$ cat src/rtl/router_input_vc.sv
// Router input port with two single-packet virtual channels.
// The polarity bit assigns one VC to the link side and the other to the crossbar side.
module router_input_vc #(
  parameter int DW    = 64,
  parameter int CNT_W = 16
) (
  input  logic             clk,
  input  logic             reset,
  input  logic             polarity,
  input  logic             in_si,
  output logic             in_ri,
  input  logic [DW-1:0]    in_di,
  output logic [1:0]       fwd_req,
  output logic             fwd_dir,
  output logic [DW-1:0]    fwd_data,
  input  logic             fwd_gnt,
  output logic             vc_err,
  output logic [CNT_W-1:0] rx_count
);

  localparam int VC_BIT  = 63;
  localparam int DIR_BIT = 62;
  localparam int HOP_LO  = 48;
  localparam int HOP_HI  = 55;

  logic [DW-1:0]    r_buf [0:1];
  logic [1:0]       r_full;
  logic             r_vc_err;
  logic [CNT_W-1:0] r_rx_count;

  logic             w_xvc;
  logic [DW-1:0]    w_xbuf;
  logic             w_xfull;
  logic [7:0]       w_hop;
  logic             w_accept;
  logic             w_release;

  assign w_xvc   = ~polarity;
  assign w_xbuf  = r_buf[w_xvc];
  assign w_xfull = r_full[w_xvc];
  assign w_hop   = w_xbuf[HOP_HI:HOP_LO];

  assign in_ri     = ~reset & ~r_full[polarity];
  assign w_accept  = in_si & in_ri;
  // A grant can only matter when something is requested, i.e. the crossbar-side VC is full.
  assign w_release = fwd_gnt & w_xfull;

  assign vc_err   = r_vc_err;
  assign rx_count = r_rx_count;

  always_comb begin
    fwd_req  = '0;
    fwd_dir  = 1'b0;
    fwd_data = '0;
    if (w_xfull) begin
      fwd_dir  = w_xbuf[DIR_BIT];
      fwd_data = w_xbuf;
      if (w_hop == 8'd0) begin
        fwd_req = 2'b10;
      end else begin
        fwd_req                = 2'b01;
        fwd_data[HOP_HI:HOP_LO] = w_hop - 8'd1;
      end
    end
  end

  always_ff @(posedge clk) begin
    if (reset) begin
      r_buf[0]   <= '0;
      r_buf[1]   <= '0;
      r_full     <= '0;
      r_vc_err   <= 1'b0;
      r_rx_count <= '0;
    end else begin
      // Link side and crossbar side always address different VCs, so both updates may land together.
      if (w_accept) begin
        r_buf[polarity]  <= in_di;
        r_full[polarity] <= 1'b1;
        r_rx_count       <= r_rx_count + {{(CNT_W-1){1'b0}}, 1'b1};
        if (in_di[VC_BIT] != polarity) r_vc_err <= 1'b1;
      end
      if (w_release) r_full[w_xvc] <= 1'b0;
    end
  end

endmodule

$ cat config.mk
export PLATFORM = sky130hd
export DESIGN_NAME = router_input_vc
export DESIGN_NICKNAME = d
export VERILOG_FILES = /design/src/rtl/router_input_vc.sv
export SDC_FILE = /design/constraint.sdc
export NUM_CORES = 1
export LEC_CHECK = 0
export CAP_MARGIN = 15
export CORE_AREA = 2 2 151 94
export CTS_BUF_LIST = sky130_fd_sc_hd__clkbuf_4 sky130_fd_sc_hd__clkbuf_8
export CTS_CLUSTER_DIAMETER = 120
export CTS_CLUSTER_SIZE = 10
export DETAILED_ROUTE_END_ITERATION = 12
export DIE_AREA = 0 0 153 96
export PLACE_DENSITY = 0.78
export SLEW_MARGIN = 20
export SYNTH_ARGS = -nofsm -noshare
export SYNTH_HDL_FRONTEND = slang
export SYNTH_SLANG_ARGS = --single-unit
$ cat constraint.sdc
create_clock -name clk -period 3.9 [get_ports clk]
set_clock_uncertainty 0.1 [all_clocks]
set_input_delay 0.39 -clock clk [delete_from_list [all_inputs] [get_ports clk]]
set_output_delay 0.39 -clock clk [all_outputs]
set_load 0.02 [all_outputs]
==> results of run 1 <==
-- state kept, by name, summed over array words and instances (netlist names) --
name and cells:
vc_err 1, rx_count 16, r_buf 128, r_full 2
-- final timing paths --
check / start / end / cells after the start
max: polarity / fwd_data[52] / 7
min: rx_count[15] / rx_count[15] / 2
max reg2reg: r_full[0] / rx_count[1] / 5
min reg2reg: rx_count[15] / rx_count[15] / 2
-- layout by cell type (no fill, tap or decap), drive strengths merged, types with 3 or more instances in the layout --
| cell type | synthesis | layout |
|---|---|---|
| clkdlybuf4s50 | 0 | 152 |
| edfxtp | 128 | 128 |
| nor2 | 74 | 74 |
| and2 | 65 | 65 |
| mux2i | 65 | 65 |
| and3 | 64 | 64 |
| dfxtp | 19 | 19 |
| clkbuf | 28 | 19 |
| a21oi | 13 | 13 |
| xnor2 | 12 | 12 |
| buf | 13 | 12 |
| nor3 | 9 | 9 |
| nor4 | 8 | 8 |
| nand3 | 7 | 7 |
| o21ai | 7 | 7 |
| or3 | 7 | 7 |
| clkinv | 0 | 6 |
| inv | 4 | 5 |
| nand2 | 4 | 4 |
| clkinvlp | 0 | 4 |
| o21a | 3 | 3 |
| nand4 | 3 | 3 |
-- logic make-up (layout without fill, tap and decap cells) --
kind of cell	count (synthesis)	in the layout	share of synthesized area, %
muxes	66	66	9.77
xor gates and xnor gates	13	13	1.67
AOI/OAI and AO/OA	31	31	2.66
DFF	147	147	62.0
and+or+nand+nor	253	253	20.6
adders and majority gates	2	2	0.367
buffers and inverters	45	199	2.92
-- report_power, final --
part	internal [mW]	leakage (nW)	total, mW	switching, mW
sequential	1.80	1.50	1.83	0.0282
combinational	0.198	1.83	0.428	0.231
clock	0.515	0.175	1.08	0.562
-- cell type report --
type | count | area (µm²)
Fill cell | 1025 | 4490
Sequential cell | 147 | 4220
Multi-Input combinational cell | 365 | 2410
Timing Repair Buffer | 164 | 1620
Clock buffer | 19 | 249
Tap cell | 175 | 219
Clock inverter | 12 | 110
Inverter | 4 | 15.0
-- critical path: stages --
cell and delay, ns:
buf_6 0.31, mux2i_1 0.36, ha_1 0.27, nand2_1 0.10
or4b_2 0.62, a31oi_1 0.18, clkdlybuf4s50_1 0.63
-- per-stage QoR --
step	total power [mW]	cell area (µm²)	utilization [%]
2_1_floorplan	2.09	6810	-
3_3_place_gp	2.28	8490	63.6
3_5_place_dp	2.29	8490	63.6
4_1_cts	3.36	8840	66.3
5_1_grt	3.46	8840	66.3
6_report	3.33	8840	66.3
-- routing by layer --
metal  GRT usage [%]  vias up  part of all wire [%]
met5               0        -                     0
met4            5.09        0                  0.78
met3            5.58       10                   6.7
met2            33.6      152                    46
met1            27.8     2259                    47
li1                -     2295                     -
==> results by group, run 1 <==
Run status
  – Status: finished clean

Die
  – Die ar.: about 0.015 mm²
  – Die width: 153 µm
  – Initial core utilization: 51.1%
  – DIE HEIGHT: 96 µm
  – Core box area: 0.0133 mm²
  – Row cnt: 33
  – # IOs: approximately 150

Setup path
  – Worst EP required: around 3.4 ns
  – Crit path kind: input port to output port
  – Startpoint Class: input port
  – Max FO, Critical Path: 48
  – Crit path arrival time: 2.89 ns
  – Worst Setup End Kind: output port
  – FF-to-FF setup slack: ~1.9 ns

Final layout
  – # diodes: 0
  – Number of nets in the layout: 770
  – Area Growth Syn to Fin: 29.9%
  – Cell Count, Final, Fillers Out: around 890
  – Share of layout cells above drive strength 1: a little under 8%

Global route
  – Vias in the first global route: about 4,700
  – Total GRT Usage: roughly a fifth
  – Largest net degree at the start of global routing: 68
  – Initial antenna violation count: 0
  – GRT overflow: 0
  – Global-route wire length before repair: approximately 23,000 µm

Synthesis
  – Yosys warns: 0
  – Sequential element share of the synthesized area: between 60 and 70%
  – Ys flop type: edfxtp_1
  – Top cells by area, synth: edfxtp_1 (56%), mux2i_1 (9.6%), and2_1 (6.0%)
  – Cell taking the most area after synthesis: edfxtp_1
  – Synth cell types: 41
  – Area of the mapped netlist: 0.00681 mm²
  – Count leader, synth: edfxtp_1
  – Top-area cell type share of the netlist area: between 50% and 60%
  – Syn Area/Cell: ~12 µm²
  – Synth cell count leaders: edfxtp_1 (128), nor2_1 (74), and2_1 (65), mux2i_1 (65), and3_1 (64)
  – Seq cells post-synth: about 150
  – Number of enable flip-flop cells after synthesis: approximately 130
  – Fraction of registers with async set/reset: 0%
  – Syn nets: 628
  – Post-Syn Instances: 557

Pwr
  – Worst vdd ir: roughly 0.22 mV
  – Leakage: 3.50 nW
  – Power per Cell Area: 377 mW/mm²

Placement
  – Port buffer count: approximately 150
  – # placed instances: ~860
  – DP Wirelength: ~9500 µm
  – Worst slack, placed: ~0.52 ns
  – RD Place Congestion: a little over 0.8

CTS
  – CTS H-Tree Depth: 4
  – CTS tree: done
  – Clock sinks: 147
  – Num CTS Buffers: 17
  – CTS clk-pin slew, worst paths: around 0.080 ns
  – CTS Root Cell: clkbuf_8
  – # Post-CTS Setup Buffers: 0
  – Post-CTS resize count: 0
  – Worst-skew pair later-pin latency: 0.42 ns
  – Hold-fix buffers at CTS: 0
  – Clock buffer depth: 2

STA
  – Fmax: ~0.3 GHz
  – Worst rel slew slack: a little under three fifths
  – Setup_tns: 0 ns
  – Final hold vios: 0
  – Fin crit share: between 80% and 90%
  – Final setup viols: 0
  – Min cycle time layout: around 3.4 ns
  – Final Max Tran Viols: 0
  – Tightest hold margin: 0.395 ns
  – RSZ-0062 raised after global routing: false
  – Final worst setup slack: 0.522 ns
  – Slew of the pin with the lowest slew margin: around 0.65 ns

Flow run
  – Max-Cap Viols: 0

Hold path
  – Hold Path Class: flop to flop

Route
  – WL/cell: 16.7 µm
  – Routed wire length: approximately 15,000 µm
  – Vias per inst: ~5.3
  – First DRT Iteration DRCs: 294
  – Vias post-DR: between 4,000 and 5,000
  – Antenna viol nets, final: 0
  – Pre-Repair DR Iteration Count: 4
  – Remaining DRCs: 0
Note: power is estimated with default switching activity, not from simulation.
==> run 2: changes to the inputs <==
--- a/config.mk
+++ b/config.mk
@@ -12,7 +12,8 @@
 export CTS_CLUSTER_SIZE = 10
 export DETAILED_ROUTE_END_ITERATION = 12
 export DIE_AREA = 0 0 153 96
-export PLACE_DENSITY = 0.78
+export DONT_BUFFER_PORTS = 1
+export PLACE_DENSITY = 0.63
 export SLEW_MARGIN = 20
 export SYNTH_ARGS = -nofsm -noshare
 export SYNTH_HDL_FRONTEND = slang
==> constraint.sdc (replaced) <==
create_clock -name clk -period 4.35 [get_ports clk]
set_clock_uncertainty 0.1 [all_clocks]
set_input_delay 0.435 -clock clk [delete_from_list [all_inputs] [get_ports clk]]
set_output_delay 0.435 -clock clk [all_outputs]
set_load 0.02 [all_outputs]
==> results by group, run 2 (synthesis gave the netlist of run 1 again) <==
Final layout
  – Commonest cells after routing, fill and taps aside: edfxtp_1 (128), nor2_1 (74), and2_1 (65) (was clkdlybuf4s50_1 (152), edfxtp_1 (128), nor2_1 (74))
  – Area Growth Syn to Fin: 7.39% (was 29.9%)
  – Layout fillers: 1,156 (was 1,025)
  – Max reg flops: 128 (unchanged)
  – Number of nets in the layout: 614 (was 770)
  – # diodes: 0 (unchanged)
  – Commonest non-fill, non-tap cell in the layout: edfxtp_1 (was clkdlybuf4s50_1)
  – Final design utilization: 54.8% (was 66.3%)
  – Share of layout cells above drive strength 1: 8.99% (was 7.74%)
  – Biggest register: r_buf (unchanged)
  – Final instance area: 0.00731 mm² (was 0.00884 mm²)

Die
  – # IOs: 154 (unchanged)
  – DIE HEIGHT: 96 µm (unchanged)
  – Row cnt: 33 (unchanged)
  – Die ar.: 0.0147 mm² (unchanged)
  – Die width: 153 µm (unchanged)
  – Core box area: 0.0133 mm² (unchanged)
  – Initial core utilization: 51.1% (unchanged)

Pwr
  – Pint: 2.15 mW (was 2.51 mW)
  – Worst vdd ir: 0.155 mV (was 0.223 mV)
  – Comb pwr share: 7.9% (was 12.9%)
  – Leakage: 2.94 nW (was 3.50 nW)
  – Net Sw Frac: 25.6% (was 24.7%)
  – NetSw: 0.741 mW (was 0.821 mW)
  – Power per Cell Area: 396 mW/mm² (was 377 mW/mm²)
  – Power share of the sequential group: 56.6% (was 54.8%)
  – Clock power share: 35.5% (was 32.3%)

Route
  – Antenna viol nets, final: 0 (unchanged)
  – Routed wire length: 13,800 µm (was 14,800 µm)
  – Remaining DRCs: 0 (unchanged)
  – WL/cell: 18.9 µm (was 16.7 µm)
  – Vias per inst: 5.60 (was 5.32)
  – Pre-Repair DR Iteration Count: 4 (unchanged)
  – First DRT Iteration DRCs: 322 (was 294)
  – Vias post-DR: 4,093 (was 4,716)

Global route
  – Vias in the first global route: 3,981 (was 4,674)
  – Global-route wire length before repair: 20,900 µm (was 23,400 µm)
  – Total GRT Usage: 18.7% (was 20.6%)
  – Initial antenna violation count: 0 (unchanged)
  – GRT overflow: 0 (unchanged)
  – Largest net degree at the start of global routing: 144 (was 68)

STA
  – Fmax: between 0.3 and 0.4 GHz
  – Final hold vios: 0 (unchanged)
  – RSZ-0062 raised after global routing: false (unchanged)
  – Worst rel slew slack: 47.6% (was 56.9%)
  – Final setup viols: 0 (unchanged)
  – Slew of the pin with the lowest slew margin: 0.783 ns (was 0.647 ns)
  – Final worst setup slack: 1.25 ns (was 0.522 ns)
  – Tightest hold margin: 0.0815 ns (was 0.395 ns)
  – Fin crit share: 71.4%
  – Setup_tns: 0 ns (unchanged)
  – Final Max Tran Viols: 0 (unchanged)
  – Min cycle time layout: around 3.1 ns

Hold path
  – Hold Path Class: input port to flop (was flop to flop)
  – Hold EP: r_full[1] (was rx_count[15])
  – Worst hold path cell count: 2 (unchanged)
  – Hold_sp: fwd_gnt (was rx_count[15])

Placement
  – Worst slack, placed: 1.58 ns (was 0.522 ns)
  – DP Wirelength: 8510 µm (was 9520 µm)
  – RD Place Congestion: 0.813 (was 0.814)
  – Area after DPL: 0.00692 mm² (was 0.00849 mm²)
  – Port buffer count: 0 (was 153)

CTS
  – CTS Root Cell: clkbuf_8 (unchanged)
  – Num CTS Buffers: 17 (unchanged)
  – Worst-skew pair later-pin latency: 0.43 ns (was 0.42 ns)
  – Post-CTS resize count: 0 (unchanged)
  – CTS clk-pin slew, worst paths: 0.09 ns (was 0.08 ns)
  – CTS H-Tree Depth: 4 (unchanged)
  – Clock buffer depth: 2 (unchanged)
  – Clock sinks: 147 (unchanged)
  – CTS tree: done (unchanged)

Flow run
  – Max-Cap Viols: 0 (unchanged)

Setup path
  – FF-to-FF setup slack: 2.03 ns (was 1.91 ns)
  – Critical R2R Capture: r_buf[0][23] (was rx_count[1])
  – R2R cell count: 4 (was 5)
  – Critical Path Start: r_buf[0][48] (was polarity)
  – Max FO, Critical Path: 4 (was 48)
  – Crit path arrival time: 2.57 ns (was 2.89 ns)
  – Worst EP required: 3.82 ns (was 3.41 ns)
  – Worst Setup End Kind: output port (unchanged)
  – Crit path kind: flop to output port (was input port to output port)
  – Startpoint Class: flop (was input port)
  – Reg-to-Reg Start: r_full[0] (unchanged)

Run status
  – Status: finished clean (unchanged)
==> run 2: cell types whose count changed in the layout (fill, tap and decap cells not counted), sizes merged <==
cell | before | now
inv | 5 | 11
clkinv | 6 | 5
clkdlybuf4s50 | 152 | 0
buf | 12 | 7
dlygate4sd3 | 0 | 1
clkbuf | 19 | 17
clkinvlp | 4 | 2
==> run 2: how the worst max path moves through the flow <==
stage                        end  cells after the start
floorplan            r_buf[1][0]                      5
global placement    fwd_data[52]                      5
detailed placement  fwd_data[52]                      5
CTS                 fwd_data[52]                      5
global route        fwd_data[52]                      5
finish              fwd_data[52]                      5
==> run 2: layout make-up <==
type / count / area (µm²) / area share [%]
clock buffers: 17 / 234 / 3.20
clock inverters: 15 / 146 / 2.00
inverters: 4 / 15.0 / 0.205
multi-input cells: 365 / 2410 / 33.0
flip-flops and latches: 147 / 4220 / 57.8
well taps: 175 / 219 / 2.99
repair buffers: 8 / 62.6 / 0.855
==> run 2: power groups by stage <==
stage | clock, mW | sequential (mW) | combinational (mW)
after floorplan | 0 | 1.66 | 0.209
after global routing | 1.11 | 1.64 | 0.253
final | 1.03 | 1.64 | 0.230
after global placement | 0 | 1.67 | 0.225
after CTS | 1.05 | 1.64 | 0.235
after detailed placement | 0 | 1.67 | 0.231
==> run 2: critical path, cell delays in order (launching register included) <==
cell	delay, ns
edfxtp_1	0.37
mux2i_1	0.29
ha_1	0.28
nand2_1	0.11
or4b_2	0.64
a31oi_1	0.47
==> run 2: timing repair <==
item,in CTS,in global routing
hold buffers,1,0
hold endpoints to repair,19,0
setup endpoints to repair,0,0
buffers inserted,0,0
==> run 2: routing by layer <==
metal / share of wire, % / vias to the layer above / GRT usage [%]
met5: 0 / - / 0
met4: 1.2 / 0 / 6.48
li1: - / 1983 / -
met1: 44 / 1989 / 23.2
met2: 46 / 108 / 29.3
met3: 9.1 / 13 / 8.69
==> run 2: metrics by stage <==
step,power [mW],std cells
2_1_floorplan,1.87,557
3_3_place_gp,1.89,698
3_5_place_dp,1.90,698
4_1_cts,2.93,731
5_1_grt,3.01,731
6_report,2.90,731
